## src/rtl/shared_port_scheduler.sv

```systemverilog
// Packet-level round-robin scheduler sharing one engine port among N requesters.
// Define BURST_LIMIT_EN to force a grant release after MAX_BURST beats.
module shared_port_scheduler #(
  parameter int N         = 4,
  parameter int DW        = 32,
  parameter int MAX_BURST = 8
) (
  input  logic            clk,
  input  logic            rst,
  input  logic [N-1:0]    req_valid,
  input  logic [N-1:0]    req_last,
  input  logic [N*DW-1:0] req_data,
  output logic [N-1:0]    req_ready,
  output logic            out_valid,
  output logic [DW-1:0]   out_data,
  output logic            out_last,
  output logic [$clog2(N)-1:0] out_src,
  input  logic            out_ready,
  output logic            busy
);
  localparam int SW = $clog2(N);
  localparam int CW = $clog2(MAX_BURST + 1);

  typedef enum logic {
    IDLE   = 1'b0,
    LOCKED = 1'b1
  } state_t;

  state_t         state_q;
  logic [N-1:0]   prio_q;
  logic [N-1:0]   grant_q;
  logic [CW-1:0]  cnt_q;

  logic [SW-1:0]  prio_idx;
  logic [SW-1:0]  pick_idx;
  logic [N-1:0]   pick_oh;
  logic [SW-1:0]  gidx;
  logic           limit_hit;
  logic           accept;

  // Scan downward in offset so the request closest to prio wins.
  always_comb begin
    prio_idx = '0;
    for (int i = 0; i < N; i++)
      if (prio_q[i]) prio_idx = SW'(i);
    pick_idx = '0;
    for (int k = N - 1; k >= 0; k--)
      if (req_valid[(int'(prio_idx) + k) % N])
        pick_idx = SW'((int'(prio_idx) + k) % N);
    pick_oh = '0;
    pick_oh[pick_idx] = 1'b1;
  end

  always_comb begin
    gidx = '0;
    for (int i = 0; i < N; i++)
      if (grant_q[i]) gidx = SW'(i);
  end

`ifdef BURST_LIMIT_EN
  assign limit_hit = (cnt_q == CW'(MAX_BURST - 1));
`else
  assign limit_hit = 1'b0;
`endif

  always_comb begin
    out_valid = 1'b0;
    out_data  = '0;
    out_last  = 1'b0;
    out_src   = '0;
    req_ready = '0;
    if (state_q == LOCKED) begin
      out_valid       = req_valid[gidx];
      out_data        = req_data[int'(gidx)*DW +: DW];
      out_last        = req_last[gidx] | limit_hit;
      out_src         = gidx;
      req_ready[gidx] = out_ready;
    end
  end

  assign accept = out_valid & out_ready;
  assign busy   = (state_q == LOCKED);

  always_ff @(posedge clk or posedge rst) begin
    if (rst) begin
      state_q <= IDLE;
      prio_q  <= N'(1);
      grant_q <= '0;
      cnt_q   <= '0;
    end else begin
      unique case (state_q)
        IDLE: begin
          if (|req_valid) begin
            grant_q <= pick_oh;
            cnt_q   <= '0;
            state_q <= LOCKED;
          end
        end
        LOCKED: begin
          if (accept && cnt_q != '1)
            cnt_q <= cnt_q + CW'(1);
          if (accept && out_last) begin
            prio_q  <= {grant_q[N-2:0], grant_q[N-1]};
            grant_q <= '0;
            state_q <= IDLE;
          end
        end
        default: state_q <= IDLE;
      endcase
    end
  end

endmodule

```

## config.mk

```make
export PLATFORM = sky130hd
export DESIGN_NAME = shared_port_scheduler
export DESIGN_NICKNAME = d
export VERILOG_FILES = /design/src/rtl/shared_port_scheduler.sv
export SDC_FILE = /design/constraint.sdc
export NUM_CORES = 1
export LEC_CHECK = 0
export CAP_MARGIN = 5
export CORE_ASPECT_RATIO = 1.75
export CORE_UTILIZATION = 31
export CTS_CLUSTER_DIAMETER = 80
export DETAILED_ROUTE_END_ITERATION = 8
export PLACE_DENSITY = 0.83
export SLEW_MARGIN = 15
export SYNTH_ARGS = -nofsm -noshare
export SYNTH_HDL_FRONTEND = slang
export SYNTH_SLANG_ARGS = --single-unit
export TNS_END_PERCENT = 1
```

## constraint.sdc

```tcl
create_clock -name clk -period 2.2 [get_ports clk]
set_clock_uncertainty 0.2 [all_clocks]
set_input_delay 0.33 -clock clk [delete_from_list [all_inputs] [get_ports clk]]
set_output_delay 0.33 -clock clk [all_outputs]
set_load 0.05 [all_outputs]
```

==> results of run 1 <==
[power by group through the flow]
stage | combinational (mW) | sequential [mW] | clock [mW]
after floorplan | 4.32 | 0.271 | 0
after global routing | 9.22 | 0.380 | 0.196
after global placement | 7.92 | 0.344 | 0
after CTS | 8.10 | 0.350 | 0.188
final | 8.83 | 0.370 | 0.192
after detailed placement | 8.07 | 0.349 | 0
[kinds of logic after synthesis]
group,Yosys count,synth area share (%)
muxes,39,21.1
AOI/OAI and AO/OA,87,27.1
buffers and inverters,33,8.13
DFF,8,10.8
and+or+nand+nor,128,32.9
[stage by stage]
| stage | worst slack, ns | utilization [%] | cells |
|---|---|---|---|
| after floorplan | -0.123 | - | 295 |
| after global placement | -0.122 | 72.4 | 543 |
| after detailed placement | -0.231 | 72.4 | 543 |
| after CTS | -0.0278 | 73.3 | 547 |
| after global routing | -0.320 | 77.8 | 556 |
| final | -0.222 | 77.8 | 556 |
[repair_timing]
action / in CTS / in global routing
setup endpoints to repair: 15 / 35
resized for setup: 3 / 67
pin swaps: 0 / 6
hold endpoints to repair: 0 / 0
buffers inserted: 0 / 6
hold buffers: 0 / 0
gates cloned: 0 / 3
[flip-flops by register name, indices dropped and copies added, names as in the netlist]
| register | count |
|---|---|
| grant_q | 4 |
| prio_q | 3 |
| busy | 1 |
[metal layers]
metal | wire length, um | GRT usage, % | share of wire [%]
met1 | 3400 | 25.0 | 33
met2 | 5260 | 50.1 | 52
met3 | 852 | 6.09 | 8.4
met4 | 674 | 15.7 | 6.6
met5 | 0 | 0 | 0
[Yosys cell counts (all sizes together) (2+ instances only)]
cell	n	share of area, %
mux2i	37	20
o2bb2ai	2	0.94
nor4	3	1.0
buf	8	3.0
nor3b	3	1.2
nor2	41	8.4
a211oi	2	0.81
inv	5	1.0
nand2	37	7.5
a21oi	34	9.1
o21ai	37	9.9
and2	35	12
a22o	3	1.5
dfrtp	8	11
clkbuf	20	4.1
and3	2	0.67
mux2	2	1.2
nor2b	4	1.3
[path summary, 6_finish.rpt]
check	start	to	slack [ns]	cells past startpoint
worst min-delay path	rst	grant_q[0]	0.14	2
worst max register to register	grant_q[1]	prio_q[1]	0.04	7
worst min register to register	grant_q[0]	grant_q[0]	0.33	1
min in group clk	grant_q[0]	grant_q[0]	0.33	1
worst max-delay path	grant_q[1]	out_data[6]	-0.22	8
max in group asynchronous	rst	prio_q[3]	1.41	2
[worst max-delay path, stage by stage (launching register included)]
cell,delay [ns]
dfrtp_2,0.43
buf_6,0.14
clkbuf_16,0.15
mux2i_1,0.19
nor2_1,0.07
a21oi_1,0.18
o21ai_0,0.11
and2_1,0.21
buf_12,0.16
[layout make-up]
cell class,count,area (um2),share of cell area [%]
Clock buffer,4,45.0,0.993
Sequential cell,8,205,4.52
Tap cell,78,97.6,2.15
Timing Repair Buffer,207,2530,55.7
Inverter,5,18.8,0.414
Multi-Input combinational cell,254,1640,36.2
==> results.md, run 1 <==
- Fin crit share: 110%
- DIE HEIGHT: ~100 um
- Fmax: approximately 410 MHz
- Worst hold path type: in -> async
- Actual slew at the worst max-slew pin: approximately 0.4 ns
- Fin area: between 0.004 and 0.005 mm2
- Failing checks: negative setup slack
- # clock sinks: 8
- Async SR Flop Fraction: 100%
- DR WL/cell: between 15 and 20 um
- CP max FO: 6
- Routed vias: 2939
- Post-route worst setup slack: -0.222 ns
- CTS tree: built
- Cts bufs inserted: 3
- Worst-skew pair later-pin latency: approximately 0.24 ns
- Nets: 618
- Setup TNS: -2.08 ns
- Routed vias/inst: roughly 5.3
- DRC: 0
- Most common cell after layout, fill and taps aside: clkdlybuf4s50_1
- Yosys warnings: 0
- Final wirelength: just over 10 mm
- DR iter-0 viols: between 150 and 200
- Syn Inst Count: 295
- Clk pwr share: ~2.0%
- Most frequent cells in the layout: clkdlybuf4s50_1, buf_12, nor2_1
- Tmin final: between 2 and 2.5 ns
- Gate power share: 94.0%
- Root buf cell: clkbuf_8
- RePlAce Congestion: between 0.8 and 0.9
- Peak VDD IR: 1350 uV
- Int Power: approximately 4.6 mW
- Number of synthesized flops with an enable pin: 0
- Buffers from clock root to sink, at most: 2
- CP Class: reg -> out
- # Max-Cap Violations: 0
- DP HPWL: around 7.4 mm
- Pwr/cell area: around 2100 mW/mm2
- RSZ-0062 raised after global routing: true
- Syn_nets: 434
- Hold Slack: about 0.14 ns
- DIE AREA: around 0.0063 mm2
- DR pass1 iterations: 4
- Post-synth design cell area: 0.00186 mm2
- Crit. End Element: output pin
- Synth Register Bits: 8
- Row cnt: 37
- Fillers: 392
- Count of final hold-check violations: 0
- Number of H-tree levels: 1
- Setup violators final: 29
- First-pass GRT wire length: 13.2 mm
- Flop pwr share: under 10%
- Core area: ~0.0058 mm2
- ANT cells: 0
- Crit path arrival time: between 1.5 and 2 ns
- Layout area overhead: 144%
- Grt total ovfl: 0
- Max-slew violations: 0
- Pin count of the biggest net entering global routing: 48
- Sw Share: 50.7%
- IO Port Bufs: ~180
- Total track usage: between 20% and 30%
- Area after DPL: approximately 0.0042 mm2
- Count of cell types in the netlist: 37
- Remaining antenna violation count: 0
- Initial antenna violation count: 0
- Clock Pin Slew Worst Setup and Hold Paths: 0.05 ns
- Initial Util: between 30% and 40%
- I/O Pins: 180
- Rel. slew slack: 72.6%
- Width of the die: 60.6 um
- Mean Syn Cell Area: ~6.3 um2
- Main synth FF type: dfrtp_1
- Status: finished with violations
- CP required: 1.67 ns
- Total power: 9.39 mW
- Net switching power: approximately 4.8 mW
- Pleak: between 1.5 and 2 nW
- Vias in the first global route: ~2.8k
- Crit start category: flip-flop
- Register area share after synthesis: between 10% and 20%
- Ratio of cells with drive above 1 in the final layout: approximately 24%
(Power assumes the default switching activity.)
==> inputs of run 2 (changes only) <==
CELL_PAD_IN_SITES_DETAIL_PLACEMENT = 1   (was default)
CELL_PAD_IN_SITES_GLOBAL_PLACEMENT = 1   (was default)
CORE_UTILIZATION = 19   (was 31)
PLACE_DENSITY = default   (was 0.83)
PLACE_DENSITY_LB_ADDON = 0.1   (was default)
==> results.md, run 2 (synthesis results as in run 1) <==
- Initial Util: 19.7% (-12 points)
- Rel. slew slack: 76.8% (+4.2 points)
- Area after DPL: 0.00429 mm2 (+1.7%)
- Worst path max stage delay: 0.55 ns (+0.12 ns)
- Total track usage: 18.9% (-8.1 points)
- CP required: 1.67 ns (about the same)
- DP HPWL: 8.14 mm (+9.5%)
- FF-to-FF Start: grant_q[1]
- Largest Register: grant_q
- Pin count of the biggest net entering global routing: 59 (+23%)
- CTS tree: built
- Crit. End Element: output pin
- Fmax: 428 MHz (+3.8%)
- Crit start category: flip-flop
- Worst hold path type: in -> async
- Buffers from clock root to sink, at most: 2 (unchanged)
- DR WL/cell: 17.1 um (-6.9%)
- Final wirelength: 10.2 mm (+0.12%)
- Max-slew violations: 0 (unchanged)
- DRC: 0 (unchanged)
- Post-route worst setup slack: -0.134 ns (+0.0880 ns)
- Core area: 0.00947 mm2 (+62%)
- CP max FO: 7 (+1)
- Tmin final: 2.33 ns (-0.0880 ns)
- DIE HEIGHT: 133 um (+27%)
- Placed cells: 591 (+8.8%)
- Root buf cell: clkbuf_16
- Peak VDD IR: 1360 uV (+0.35%)
- Worst-skew pair later-pin latency: 0.23 ns (about the same)
- ANT cells: 0 (unchanged)
- Crit path cell chain: clkbuf_16 > mux2i_1 > nor2_1 > a21oi_1 > o21ai_1 > and2_4 > buf_12
- DR pass1 iterations: 4 (unchanged)
- R2R depth: 5 (-2)
- Fin crit share: 106% (-4.0 points)
- Routed vias/inst: 4.76 (-9.9%)
- Nets: 616 (-0.32%)
- Final core occ: 48.9% (-29 points)
- Final Non-Filler Cells: 598 (+7.6%)
- Clock Pin Slew Worst Setup and Hold Paths: 0.04 ns (about the same)
- Count of final hold-check violations: 0 (unchanged)
- Routed vias: 2847 (-3.1%)
- R2r setup slk: 0.02 ns (-0.02 ns)
- Crit path arrival time: 1.80 ns (-0.09 ns)
- Remaining antenna violation count: 0 (unchanged)
- Grt total ovfl: 0 (unchanged)
- Most common cell after layout, fill and taps aside: clkdlybuf4s50_1
- Layout area overhead: 149%
- Status: finished with violations
- Number of H-tree levels: 1 (unchanged)
- # Max-Cap Violations: 0 (unchanged)
- DIE AREA: 0.0102 mm2 (+61%)
- Pwr/cell area: 2070 mW/mm2 (-0.13%)
- Initial antenna violation count: 0 (unchanged)
- Row cnt: 47 (+27%)
- Vias in the first global route: 2970 (+4.9%)
- Width of the die: 76.8 um (+27%)
- CP Class: reg -> out
- Pleak: 1.83 nW (+1.6%)
- Actual slew at the worst max-slew pin: 0.345 ns (-0.0628 ns)
- RSZ-0062 raised after global routing: true
- Fin area: 0.00463 mm2 (+2.1%)
- IO Port Bufs: 179 (unchanged)
- DR iter-0 viols: 52 (-74%)
- I/O Pins: 180 (unchanged)
- RePlAce Congestion: 0.806 (-10%)
- First-pass GRT wire length: 15.2 mm (+15%)
- # clock sinks: 8 (unchanged)
- Cts bufs inserted: 3 (unchanged)
- Failing checks: negative setup slack
- Most frequent cells in the layout: clkdlybuf4s50_1, buf_12, nor2_1
- FF-to-FF End: prio_q[1]
- Slowest-stage cell, CP: dfrtp_4
- Largest register FFs: 4 (unchanged)
- Fillers: 1073 (+170%)
- Ratio of cells with drive above 1 in the final layout: 25.6% (+1.2 points)
- Setup violators final: 33 (+14%)
[run 2: changes by cell type in the layout (fill, tap and decap cells not counted), moves of 4 or more]
cell and delta:
buf_6 -4, o21ai_0 -11, mux2i_4 +4, and2_1 -9
o21ai_1 +11, and2_4 +9, buf_4 +4, mux2i_2 -4
[run 2: cell type report]
| cell class | count | area [um2] | share of cell area [%] |
|---|---|---|---|
| repair buffers | 205 | 2480 | 53.6 |
| flip-flops and latches | 8 | 206 | 4.46 |
| inverters | 5 | 18.8 | 0.405 |
| multi-input cells | 254 | 1690 | 36.6 |
| clock buffers | 4 | 78.8 | 1.70 |
| well taps | 122 | 153 | 3.29 |
[run 2: worst max-delay path by stage]
stage                 startpoint            to  cells after the start  slack, ns
floorplan                   busy  req_ready[2]                      3      -0.12
global placement    req_valid[1]    grant_q[3]                      6      -0.16
detailed placement  req_valid[1]    grant_q[3]                      6      -0.23
CTS                   grant_q[1]  out_data[10]                      7      -0.09
global route          grant_q[1]  out_data[16]                      7      -0.20
finish                grant_q[1]   out_data[7]                      7      -0.13
[run 2: timing repair]
action / in CTS / in global routing
resized for setup: 7 / 80
setup buffers: 1 / 0
hold buffers: 0 / 0
endpoints found under the setup margin: 30 / 39
cloned: 0 / 2
pin swaps: 0 / 1
[run 2: metrics by stage]
step	hold WS [ns]	total power, mW	TNS, ns	setup slack (ns)
CTS	0.166	8.91	-1.23	-0.0852
global placement	0.308	8.41	-0.357	-0.164
floorplan	-0.0543	4.59	-0.396	-0.123
global route	0.198	10.0	-5.19	-0.201
detailed placement	0.335	8.51	-0.666	-0.228
finish	0.156	9.58	-2.31	-0.134
[run 2: where the power goes]
group	switching (mW)	internal [mW]
registers	0.154	0.218
clock network	0.0792	0.242
logic	4.52	4.37
total	4.75	4.83
[run 2: layer usage]
| layer | GRT usage, % | vias to the layer above | part of all wire (%) |
|---|---|---|---|
| li1 | - | 1374 | - |
| met4 | 8.55 | 0 | 3.8 |
| met1 | 17.1 | 1343 | 33 |
| met3 | 3.03 | 25 | 4.4 |
| met5 | 0 | - | 0 |
| met2 | 39.2 | 105 | 59 |
[run 2: critical path, delay by kind of cell, from the launching register on]
kind / cells / cell delay [ns]
flip-flops: 1 / 0.55
buffers and inverters: 2 / 0.36
AND/OR/NAND/NOR: 2 / 0.23
AO/OA/AOI/OAI: 2 / 0.22
multiplexers: 1 / 0.21
==> inputs of run 3 (changes only) <==
GPL_TIMING_DRIVEN = 0   (was default)
==> results.md, run 3 (synthesis results as in run 1) <==
- DRC: 0 (unchanged)
- Cts bufs inserted: 3 (unchanged)
- Buffers from clock root to sink, at most: 2 (unchanged)
- Count of final hold-check violations: 0 (unchanged)
- Vias in the first global route: 3073 (+3.5%)
- Int Power: 3.10 mW (-36%)
- Nets: 624 (+1.3%)
- DIE HEIGHT: 133 um (unchanged)
- Root buf cell: clkbuf_16
- DR pass1 iterations: 4 (unchanged)
- DR iter-0 viols: 69 (+33%)
- R2R depth: 6 (+1)
- DIE AREA: 0.0102 mm2 (unchanged)
- ANT cells: 0 (unchanged)
- Setup TNS: -1.43 ns (+0.873 ns)
- Largest register FFs: 4 (unchanged)
- DR WL/cell: 17.1 um (+0.17%)
- Multi-input logic area: 0.00157 mm2 (-7.1%)
- Sw Share: 58.8% (+9.2 points)
- # clock sinks: 8 (unchanged)
- Gate power share: 92.5% (-0.3 points)
- CP max FO: 10 (+3)
- Total track usage: 20.1% (+1.2 points)
- Final Non-Filler Cells: 605 (+1.2%)
- Setup violators final: 30 (-9.1%)
- Net switching power: 4.44 mW (-6.6%)
- CTS Hold Bufs: 0 (unchanged)
- Worst-skew pair later-pin latency: 0.23 ns (about the same)
- Initial Util: 19.7% (unchanged)
- Flop pwr share: 3.5% (-0.4 points)
- Row cnt: 47 (unchanged)
- IO Port Bufs: 178 (-0.56%)
- CTS tree: built
- CP Class: reg -> out
- First-pass GRT wire length: 16.2 mm (+6.7%)
- Hold Slack: 0.148 ns (-0.00762 ns)
- Layout area overhead: 120%
- Ratio of cells with drive above 1 in the final layout: 18.4% (-7.2 points)
- Width of the die: 76.8 um (unchanged)
- RSZ-0062 raised after global routing: true
- Fmax: 428 MHz (-0.11%)
- Largest Register: grant_q
- Final wirelength: 10.3 mm (+1.3%)
- Pin count of the biggest net entering global routing: 11 (-81%)
- Remaining antenna violation count: 0 (unchanged)
- Actual slew at the worst max-slew pin: 0.553 ns (+0.208 ns)
- # Max-Cap Violations: 0 (unchanged)
- RePlAce Congestion: 0.782 (-2.9%)
- Most common cell after layout, fill and taps aside: clkdlybuf4s50_1
- Max-slew violations: 0 (unchanged)
- Fin crit share: 106% (+0.11 points)
- Routed vias: 2846 (-0.035%)
- Reg area: 201 um2 (-2.4%)
- Pwr/cell area: 1840 mW/mm2 (-11%)
- CP required: 1.67 ns (about the same)
- Crit path arrival time: 1.81 ns (about the same)
- Routed vias/inst: 4.70 (-1.2%)
- Fillers: 1198 (+12%)
- Crit. End Element: output pin
- Rel. slew slack: 62.8% (-14 points)
- Initial antenna violation count: 0 (unchanged)
- Peak VDD IR: 971 uV (-29%)
- Most frequent cells in the layout: clkdlybuf4s50_1, nor2_1, nand2_1
- Grt total ovfl: 0 (unchanged)
- Crit start category: flip-flop
- Failing checks: negative setup slack
- Pleak: 1.62 nW (-11%)
- Status: finished with violations
- Clk pwr share: 4.0% (+0.6 points)
- Clock Pin Slew Worst Setup and Hold Paths: 0.04 ns (about the same)
- Worst hold path type: in -> async
- Placed cells: 595 (+0.68%)
- Total power: 7.54 mW (-21%)
- Number of H-tree levels: 1 (unchanged)
- I/O Pins: 180 (unchanged)
- DP HPWL: 8.25 mm (+1.4%)
- Post-route worst setup slack: -0.136 ns (-0.00247 ns)
- Tmin final: 2.34 ns (+0.00247 ns)
- Core area: 0.00947 mm2 (unchanged)
-- run 3: worst max-delay path, stage by stage, from the launching register on --
cell     delay [ns]
dfrtp_2        0.43
buf_12         0.16
buf_4          0.13
mux2i_1        0.18
nor2_1         0.06
a21oi_1        0.14
o21ai_0        0.09
and2_1         0.17
buf_2          0.21
-- run 3: timing repair --
| item | CTS | global route |
|---|---|---|
| endpoints found under the setup margin | 44 | 43 |
| resized for setup | 300 | 32 |
| setup buffers | 2 | 5 |
| pin swaps | 5 | 1 |
-- run 3: area by class of cell --
type | instances | share of cell area (%)
Multi-Input combinational cell | 254 | 38.4
Timing Repair Buffer | 185 | 45.0
Tap cell | 122 | 3.72
Clock buffer | 3 | 1.83
Inverter | 5 | 0.458
Sequential cell | 8 | 4.91
Buffer | 28 | 5.74
-- run 3: worst paths after layout --
kind	start	slack, ns	end
setup / recovery	grant_q[1]	-0.14	out_data[4]
hold / removal	rst	0.15	busy
setup reg to reg	prio_q[3]	0.06	grant_q[3]
hold reg to reg	grant_q[0]	0.30	grant_q[0]
max in group asynchronous	rst	1.40	grant_q[1]
min in group clk	grant_q[0]	0.30	grant_q[0]
-- run 3: power by group through the flow --
stage	sequential (mW)	clock (mW)	combinational [mW]
3_3_place_gp	0.262	0	6.43
4_1_cts	0.264	0.307	6.85
6_report	0.264	0.304	6.97
3_5_place_dp	0.264	0	6.50
2_1_floorplan	0.271	0	4.32
5_1_grt	0.270	0.318	7.38
-- run 3: per-stage QoR --
step / utilization, % / setup WS (ns) / area, um2
after floorplan: - / -0.123 / 1880
after global placement: 40.3 / -1.11 / 3820
after detailed placement: 40.3 / -1.16 / 3820
after CTS: 42.5 / -0.155 / 4020
after global routing: 43.3 / -0.229 / 4100
final: 43.3 / -0.136 / 4100
-- run 3: metal layers --
metal	up-vias	track usage, %	share of wire (%)
met2	96	40.8	57
met3	18	2.21	3.5
met5	-	0	0
met1	1337	20.7	37
li1	1395	-	-
met4	0	6.09	2.5
